[src/rtl/simple_mem_pkg.sv]
// Shared definitions for the simple memory responder: bus widths, the
// controller state encoding, the RAM write-port payload and a range helper.
package simple_mem_pkg;

  localparam int unsigned DATA_W = 16;
  localparam int unsigned ADDR_W = 16;

  // Controller phases: zero the array, accept loader words, serve the processor.
  typedef enum logic [1:0] {
    CLEAR = 2'd0,
    LOAD  = 2'd1,
    RUN   = 2'd2
  } mem_state_t;

  // One write-port transaction presented to the storage array.
  typedef struct packed {
    logic              we;
    logic [ADDR_W-1:0] addr;
    logic [DATA_W-1:0] data;
  } mem_wr_t;

  // True when a processor word address falls inside an array of 'depth' words.
  function automatic logic addr_in_range(input logic [ADDR_W-1:0] addr,
                                         input int unsigned       depth);
    return (32'(addr) < depth);
  endfunction

endpackage

[src/rtl/simple_mem_responder_if.sv]
// Processor and loader signal bundle for simple_mem_responder.
//   master : processor/loader side (drives i_*, observes o_*)
//   slave  : the responder (observes i_*, drives o_*)
// Signals:
//   i_memAddr/i_memData/i_memWrEnable : processor word address, write data, write strobe
//   o_memData                         : read data, one cycle after the address
//   i_ldValid/i_ldData/i_ldLast       : loader word stream
//   o_ldReady                         : loader word accepted when i_ldValid && o_ldReady
//   o_run                             : processor port active
//   o_addrErr                         : sticky out-of-range access flag
interface simple_mem_responder_if;
  import simple_mem_pkg::*;

  logic [ADDR_W-1:0] i_memAddr;
  logic [DATA_W-1:0] i_memData;
  logic              i_memWrEnable;
  logic [DATA_W-1:0] o_memData;
  logic              i_ldValid;
  logic [DATA_W-1:0] i_ldData;
  logic              i_ldLast;
  logic              o_ldReady;
  logic              o_run;
  logic              o_addrErr;

  modport master (
    output i_memAddr, i_memData, i_memWrEnable, i_ldValid, i_ldData, i_ldLast,
    input  o_memData, o_ldReady, o_run, o_addrErr
  );

  modport slave (
    input  i_memAddr, i_memData, i_memWrEnable, i_ldValid, i_ldData, i_ldLast,
    output o_memData, o_ldReady, o_run, o_addrErr
  );

endinterface

[src/rtl/simple_mem_array.sv]
// Single-port synchronous RAM, read-first, no reset on contents or read data.
// Ports:
//   clk   : clock
//   we    : write enable
//   addr  : word address
//   wdata : write data
//   rdata : registered read data (old contents when writing the same word)
module simple_mem_array
  import simple_mem_pkg::*;
#(
  parameter int unsigned DEPTH = 256
) (
  input  logic                                 clk,
  input  logic                                 we,
  input  logic [((DEPTH > 1) ? $clog2(DEPTH) : 1)-1:0] addr,
  input  logic [DATA_W-1:0]                    wdata,
  output logic [DATA_W-1:0]                    rdata
);

  logic [DATA_W-1:0] mem [DEPTH];

  // Read and write share the edge; rdata takes the pre-write contents.
  always_ff @(posedge clk) begin
    if (we) begin
      mem[addr] <= wdata;
    end
    rdata <= mem[addr];
  end

endmodule

[src/rtl/simple_mem_responder.sv]
// Memory responder: optionally zeroes its array, accepts an initial image
// from a loader stream, then serves processor reads/writes with one cycle
// of read latency and a sticky out-of-range flag.
// Ports:
//   i_clk : clock, rising edge
//   i_rst : asynchronous active-low reset
//   bus   : processor + loader bundle (simple_mem_responder_if.slave)
module simple_mem_responder
  import simple_mem_pkg::*;
#(
  parameter int unsigned DEPTH     = 256,
  parameter bit          INIT_ZERO = 1'b1
) (
  input  logic                    i_clk,
  input  logic                    i_rst,
  simple_mem_responder_if.slave   bus
);

  localparam int unsigned AW          = (DEPTH > 1) ? $clog2(DEPTH) : 1;
  localparam logic [AW-1:0] LAST_ADDR = AW'(DEPTH - 1);
  localparam mem_state_t RESET_STATE  = INIT_ZERO ? CLEAR : LOAD;

  mem_state_t        state_q, state_d;
  logic [AW-1:0]     clr_ptr_q, clr_ptr_d;
  logic [AW-1:0]     ld_ptr_q, ld_ptr_d;
  logic              addr_err_q, addr_err_d;
  logic              rd_ok_q, rd_ok_d;
  logic              ld_ready_q;
  logic              run_q;
  mem_wr_t           wr;
  logic [DATA_W-1:0] ram_rdata;
  logic              in_range;
  logic              ld_accept;

  assign in_range  = addr_in_range(bus.i_memAddr, DEPTH);
  // Ready is registered, so the very first cycle after reset never accepts.
  assign ld_accept = bus.i_ldValid && ld_ready_q;

  // State and bookkeeping registers.
  always_ff @(posedge i_clk or negedge i_rst) begin
    if (!i_rst) begin
      state_q    <= RESET_STATE;
      clr_ptr_q  <= '0;
      ld_ptr_q   <= '0;
      addr_err_q <= 1'b0;
      rd_ok_q    <= 1'b0;
      ld_ready_q <= 1'b0;
      run_q      <= 1'b0;
    end else begin
      state_q    <= state_d;
      clr_ptr_q  <= clr_ptr_d;
      ld_ptr_q   <= ld_ptr_d;
      addr_err_q <= addr_err_d;
      rd_ok_q    <= rd_ok_d;
      ld_ready_q <= (state_d == LOAD);
      run_q      <= (state_d == RUN);
    end
  end

  // Next-state and write-port selection.
  always_comb begin
    state_d    = state_q;
    clr_ptr_d  = clr_ptr_q;
    ld_ptr_d   = ld_ptr_q;
    addr_err_d = addr_err_q;
    rd_ok_d    = 1'b0;
    wr         = '0;

    case (state_q)
      CLEAR: begin
        wr.we     = 1'b1;
        wr.addr   = ADDR_W'(clr_ptr_q);
        wr.data   = '0;
        clr_ptr_d = clr_ptr_q + AW'(1);
        if (clr_ptr_q == LAST_ADDR) begin
          state_d = LOAD;
        end
      end

      LOAD: begin
        wr.addr = ADDR_W'(ld_ptr_q);
        wr.data = bus.i_ldData;
        if (ld_accept) begin
          wr.we = 1'b1;
          // Last word or full array: leave without wrapping the pointer.
          if (bus.i_ldLast || (ld_ptr_q == LAST_ADDR)) begin
            state_d = RUN;
          end else begin
            ld_ptr_d = ld_ptr_q + AW'(1);
          end
        end
      end

      RUN: begin
        wr.addr = bus.i_memAddr;
        wr.data = bus.i_memData;
        wr.we   = bus.i_memWrEnable && in_range;
        rd_ok_d = in_range;
        if (!in_range) begin
          addr_err_d = 1'b1;
        end
      end

      default: begin
        state_d = RESET_STATE;
      end
    endcase
  end

  simple_mem_array #(
    .DEPTH (DEPTH)
  ) u_array (
    .clk   (i_clk),
    .we    (wr.we),
    .addr  (AW'(wr.addr)),
    .wdata (wr.data),
    .rdata (ram_rdata)
  );

  // RAM output is unreset; a reset flag gates it to zero outside valid reads.
  assign bus.o_memData = rd_ok_q ? ram_rdata : '0;
  assign bus.o_ldReady = ld_ready_q;
  assign bus.o_run     = run_q;
  assign bus.o_addrErr = addr_err_q;

endmodule

[src/flat_wrapper.sv]
// flat-port wrapper written by rule: the top's interface ports become plain ports
module simple_mem_responder_flat import simple_mem_pkg::*;
#(
  parameter int unsigned DEPTH     = 256,
  parameter bit          INIT_ZERO = 1'b1
)
  (i_clk, i_rst, bus_i_memAddr, bus_i_memData, bus_i_memWrEnable, bus_i_ldValid, bus_i_ldData, bus_i_ldLast, bus_o_memData, bus_o_ldReady, bus_o_run, bus_o_addrErr);
  simple_mem_responder_if bus_i ();
  input  logic i_clk;
  input  logic i_rst;
  input wire logic [$bits(bus_i.i_memAddr)-1:0] bus_i_memAddr;
  input wire logic [$bits(bus_i.i_memData)-1:0] bus_i_memData;
  input wire logic [$bits(bus_i.i_memWrEnable)-1:0] bus_i_memWrEnable;
  input wire logic [$bits(bus_i.i_ldValid)-1:0] bus_i_ldValid;
  input wire logic [$bits(bus_i.i_ldData)-1:0] bus_i_ldData;
  input wire logic [$bits(bus_i.i_ldLast)-1:0] bus_i_ldLast;
  output wire logic [$bits(bus_i.o_memData)-1:0] bus_o_memData;
  output wire logic [$bits(bus_i.o_ldReady)-1:0] bus_o_ldReady;
  output wire logic [$bits(bus_i.o_run)-1:0] bus_o_run;
  output wire logic [$bits(bus_i.o_addrErr)-1:0] bus_o_addrErr;
  assign bus_i.i_memAddr = bus_i_memAddr;
  assign bus_i.i_memData = bus_i_memData;
  assign bus_i.i_memWrEnable = bus_i_memWrEnable;
  assign bus_i.i_ldValid = bus_i_ldValid;
  assign bus_i.i_ldData = bus_i_ldData;
  assign bus_i.i_ldLast = bus_i_ldLast;
  assign bus_o_memData = bus_i.o_memData;
  assign bus_o_ldReady = bus_i.o_ldReady;
  assign bus_o_run = bus_i.o_run;
  assign bus_o_addrErr = bus_i.o_addrErr;
  simple_mem_responder #(.DEPTH(DEPTH), .INIT_ZERO(INIT_ZERO)) u_core (.i_clk(i_clk), .i_rst(i_rst), .bus(bus_i));
endmodule
[config.mk]
export PLATFORM = sky130hd
export DESIGN_NAME = simple_mem_responder_flat
export DESIGN_NICKNAME = d
export VERILOG_FILES = /design/src/rtl/simple_mem_pkg.sv /design/src/rtl/simple_mem_responder_if.sv /design/src/rtl/simple_mem_array.sv /design/src/rtl/simple_mem_responder.sv /design/src/flat_wrapper.sv
export SDC_FILE = /design/constraint.sdc
export NUM_CORES = 2
export LEC_CHECK = 0
export CAP_MARGIN = 5
export CORE_MARGIN = 1.5
export CORE_UTILIZATION = 30
export DETAILED_ROUTE_END_ITERATION = 7
export HOLD_SLACK_MARGIN = 0.08
export MAX_ROUTING_LAYER = met4
export PLACE_DENSITY = 0.41
export SKIP_LAST_GASP = 1
export SLEW_MARGIN = 20
export SYNTH_ARGS = -nofsm -noshare
export SYNTH_HDL_FRONTEND = slang
export SYNTH_HIERARCHICAL = 1
export SYNTH_SLANG_ARGS = --single-unit
[constraint.sdc]
create_clock -name i_clk -period 13.7 [get_ports i_clk]
set_input_delay 1.37 -clock i_clk [delete_from_list [all_inputs] [get_ports i_clk]]
set_output_delay 1.37 -clock i_clk [all_outputs]
set_load 0.05 [all_outputs]
# After elaboration in Yosys (flattened, before gate mapping)
# Memory sizes are Yosys's and may differ from the RTL's. A register that Yosys moved wholly into a read port is not among the register bits.
# Index checks and enable logic that the tools add are counted.
dict set report op_classes {
  add_sub_neg 2
  order_cmp 1
  eq_ne 6
  mux 10
  n_bitwise 2
  reduce_logical 6
}
# cell n
set op_table {}
lappend op_table {{one-hot mux 33 bit (3 select lines)} 1}
lappend op_table {{adder 8 x 1 -> 8 bit, second input constant} 2}
lappend op_table {{== test 8 bit, second input constant} 2}
lappend op_table {{less-than comparator 16 x 9 -> 1 bit, second input constant} 1}
lappend op_table {{2-to-1 mux 16 bit} 1}
lappend op_table {{2-to-1 mux 2 bit} 3}
lappend op_table {{one-hot mux 2 bit (3 select lines)} 1}
lappend op_table {{== test 2 x 1 -> 1 bit, second input constant} 2}
lappend op_table {{== test 2 bit, second input constant} 2}
lappend op_table {{2-to-1 mux 1 bit} 4}
lappend op_table {{AND reduction 3 bit} 1}
lappend op_table {{logical AND 1 bit} 2}
lappend op_table {{logical NOT 2 bit} 1}
lappend op_table {{inverter 1 bit} 2}
lappend op_table {{AND reduction 2 bit} 1}
lappend op_table {{logical OR 1 bit} 1}
dict set report totals {
  ff_bits 22
  ram_bits 4096
  out_inout_bits 19
  elab_cells 35
  memories 1
}
# memory depth width rd rd_ports_with_merged_regs wr line
set mem_list {}
lappend mem_list {u_core.u_array.mem 256 16 1 1 1 simple_mem_array.sv:20} ;# logic [DATA_W-1:0] mem [DEPTH];

# Longest topological paths before layout
dict set report logic_depth {
  ltp_word 6
  depth_mapped 15
}

# Modules after synthesis
# Netlist, hierarchy kept.
# mod n_inst cells_each area_per_inst_um2
set modules_own_cells {}
lappend modules_own_cells {simple_mem_array 1 6727 155399.0}
lappend modules_own_cells {simple_mem_responder 1 146 1420.1}

# Least setup slack after synthesis
# No wires, ideal clock.
dict set report synth_path {
  path_type {input to register}
  from {input port bus_i_ldData[0]}
  to {memory u_core.u_array.mem[0][0], data pin}
  setup_ns 0.865
  t_arrival_ns 4.630
  required_ns 12.835
  setup_slack_ns 8.205
  cell_stages 1
  n_path_buf 0
  path_cell_list {a22o_1}
}
dict set report synth_between {
  elab_chain_cells 1
}
# item line
set synth_lines {}
lappend synth_lines {{start: declaration} flat_wrapper.sv:15} ;# input wire logic [$bits(bus_i.i_ldData)-1:0] bus_i_ldData;
lappend synth_lines {{one-hot mux 33 bit (3 select lines)} simple_mem_responder.sv:69} ;# case (state_q)
lappend synth_lines {{end: declaration} simple_mem_array.sv:20}
# Every way passes these cells.

==> results_dict.tcl <==
set metrics [dict create \
    hold_buffers 0 \
    die_w_um 726 \
    place.port_buffers 71 \
    finalSetupTns_ps 0 \
    required_ps 14480 \
    final_common_cell "edfxtp_1" \
    grt_start_max_net_pins 186 \
    clock_skew_ps 59.7 \
    grt_usage_pct 18.3 \
    place_area_um2 169000 \
    path_cells "nor2b_2, buf_4, nand2_1, o21ai_4, buf_4, buf_4, buf_12, mux4_2, a22oi_1, a21oi_1, o41ai_2, nand4_1" \
    clk_pin_slew_worst_paths_ps 60 \
    cp.depth 12 \
    synth_seq_area_share_pct 79.0 \
    drt_iter0_markers 7581 \
    dp_hpwl_um 272000 \
    rows 265 \
    hold_viol_final 0 \
    cpMostUsedCell "buf_4" \
    grt_overflow_total 0 \
    dieArea_um2 527000 \
    seq_power_share_pct 38.4 \
    drv_slew 0 \
    cts-root-buf "clkbuf_16" \
    cts-buffers-inserted 454 \
    gp_congestion 0.751 \
    internal-power_uw 25900 \
    clkLatencyLatePin_ps 1020 \
    detail_route.vias_per_cell 5.12 \
    slowest_delay_ps 1050 \
    antenna_left 0 \
    period_minus_slack_ps 6860 \
    crit_slowest_cell "o41ai_2" \
    postCtsSetupRepairBufs 0 \
    nNetsFinal 7446 \
    worstRegToRegCells 12 \
    post_cts_resized 0 \
    wl_per_cell_um 32.4 \
    slew_headroom_pct 18.4 \
    start_kind "flop" \
    p_leak_uw 0.0566 \
    ys_async_sr_fraction_pct 0.532 \
    endpoint_kind "flop" \
    io_pins 72 \
    ff2ff_setup_slack_ps 6840 \
    cp_top_family "buffers and inverters" \
    ys.flop_type "edfxtp_1" \
    worst_ep_arrival_time_ps 7640 \
    drc_errors 0 \
    irDropWorstVdd_mv 0.211 \
    initial_core_util_pct 30.1 \
    grt_pass1_wl_um 659000 \
    post_synth.cell_area_avg_um2 22.8 \
    cts_sinks 4134 \
    rr_startpoint "u_core/state_q[0]" \
    most-common-layout-cells "4,096 x edfxtp_1, 1,024 x mux4_2, 512 x a22oi_1, 462 x clkbuf_16, 378 x buf_4" \
    cts_tree "done" \
    power.switching_uw 13300 \
    syn_area_um2 157000 \
    period_share_pct 50.1 \
    critical_path_class "flop to flop" \
    cp_max_fo 123 \
    max_freq_mhz 146 \
    register_area_um2 124000 \
    core_um2 521000 \
    nFillCells 48000 \
    powerDensity_nw_per_um2 214 \
    wl_um 478000 \
    worst_pin_slew_ps 1210 \
    clockBufferDepth 4 \
    synth_edf_count 4096 \
    dr.pass1.iters 5 \
    synth_cell_types 41 \
    critPathBufInv 4 \
    hp-class "input port to asynchronous set/reset pin" \
    antenna_found_initial 33 \
    r2r_end "u_core/u_array/rdata[6]" \
    layout-drive-gt1-share_pct 29.2 \
    setup-violations-final 0 \
    status "completed" \
    cts.htree.levels 5 \
    vias 75400 \
    ys_ff_latch 4134 \
    comb_power_share_pct 31.9 \
    fin_area_um2 183000 \
    multi_input_area_um2 32300 \
    grt_pass1_vias 78300 \
    syn2layout_area_growth_pct 16.8 \
    cap_violations 0 \
    rsz0062_at_grt "false" \
    die_h_um 726 \
    yosysWarnings 6 \
    synth_cells 6873 \
    netSwitchingFraction_pct 33.9 \
    syn_nets 6928 \
    p_clk_share_pct 29.7 \
]
-- per-layer routing --
layer	global-route usage, %	routed length, µm
met5	-	0
met4	3.59	9540
met3	2.27	22300
met2	29.6	234000
met1	25.0	212000
-- registers in the layout, summed over array words and instances (netlist names) --
| name | flops |
|---|---|
| u_core/u_array/rdata | 16 |
| u_core/bus.o_addrErr | 1 |
| u_core/rd_ok_q | 1 |
| u_core/u_array/mem | 4096 |
| u_core/state_q | 2 |
| u_core/clr_ptr_q | 8 |
| u_core/bus.o_ldReady | 1 |
| u_core/bus.o_run | 1 |
| u_core/ld_ptr_q | 8 |
-- power by group through the flow --
stage / Combinational (µW) / Clock [µW] / Sequential (µW)
finish: 12500 / 11700 / 15100
global route: 13300 / 12400 / 15100
CTS: 12900 / 12000 / 15100
detailed placement: 12900 / 0 / 15300
global placement: 12800 / 0 / 15300
floorplan: 7390 / 0 / 15400
-- how the worst max path moves through the flow --
| stage | from | to | slack [ps] |
|---|---|---|---|
| after floorplan | bus_i_ldData[0] | u_core/u_array/mem[0][0] | 8200 |
| after global placement | bus_i_memAddr[0] | u_core/u_array/rdata[0] | 5690 |
| after detailed placement | bus_i_memAddr[1] | u_core/u_array/rdata[6] | 6150 |
| after CTS | u_core/state_q[0] | u_core/u_array/rdata[6] | 6810 |
| after global routing | u_core/state_q[0] | u_core/u_array/rdata[6] | 6670 |
| final | u_core/state_q[0] | u_core/u_array/rdata[6] | 6840 |
-- per-stage QoR --
step                      hold WS [ps]  total power [µW]  worst slack (ps)  std cells  util [%]
after global routing               359             40700              6670      14700      35.2
after detailed placement           468             28200              6150      13900      32.5
after CTS                          487             39900              6810      14700      35.1
final                              365             39200              6840      14700      35.2
after floorplan                    459             22800              8200       6873         -
after global placement             451             28100              5690      13900      32.4
-- logic make-up after synthesis --
kind of cell	after synthesis	synth area share (%)
AND/OR/NAND/NOR	392	1.10
adder cells (fa/ha/maj)	2	0.0160
AO/OA/AOI/OAI	865	3.79
flip-flops	4134	79.0
multiplexers	1034	14.8
buffers and inverters	432	1.26
XOR/XNOR	14	0.0782
-- cell usage after synthesis (20+ instances only) --
cell type	count	area, µm²
a21oi_1	257	1290
a22oi_1	512	3840
buf_1	54	203
buf_2	79	395
buf_6	25	282
clkbuf_1	251	942
dfrtp_1	22	551
edfxtp_1	4096	123000
mux4_2	1024	23100
nand2_1	43	161
nand4_1	20	125
nor2_1	234	878
nor3_1	32	160
o41ai_1	64	561
-- layout make-up --
class                   instances  share of cell area (%)
multi-input cells            2307                    17.6
clock inverters               253                    1.05
clock buffers                 582                    6.62
diodes                         17                  0.0232
inverters                       5                  0.0102
repair buffers                489                    2.33
well taps                    6942                    4.74
flip-flops and latches       4134                    67.6
Note: power is estimated with default switching activity, not from simulation.
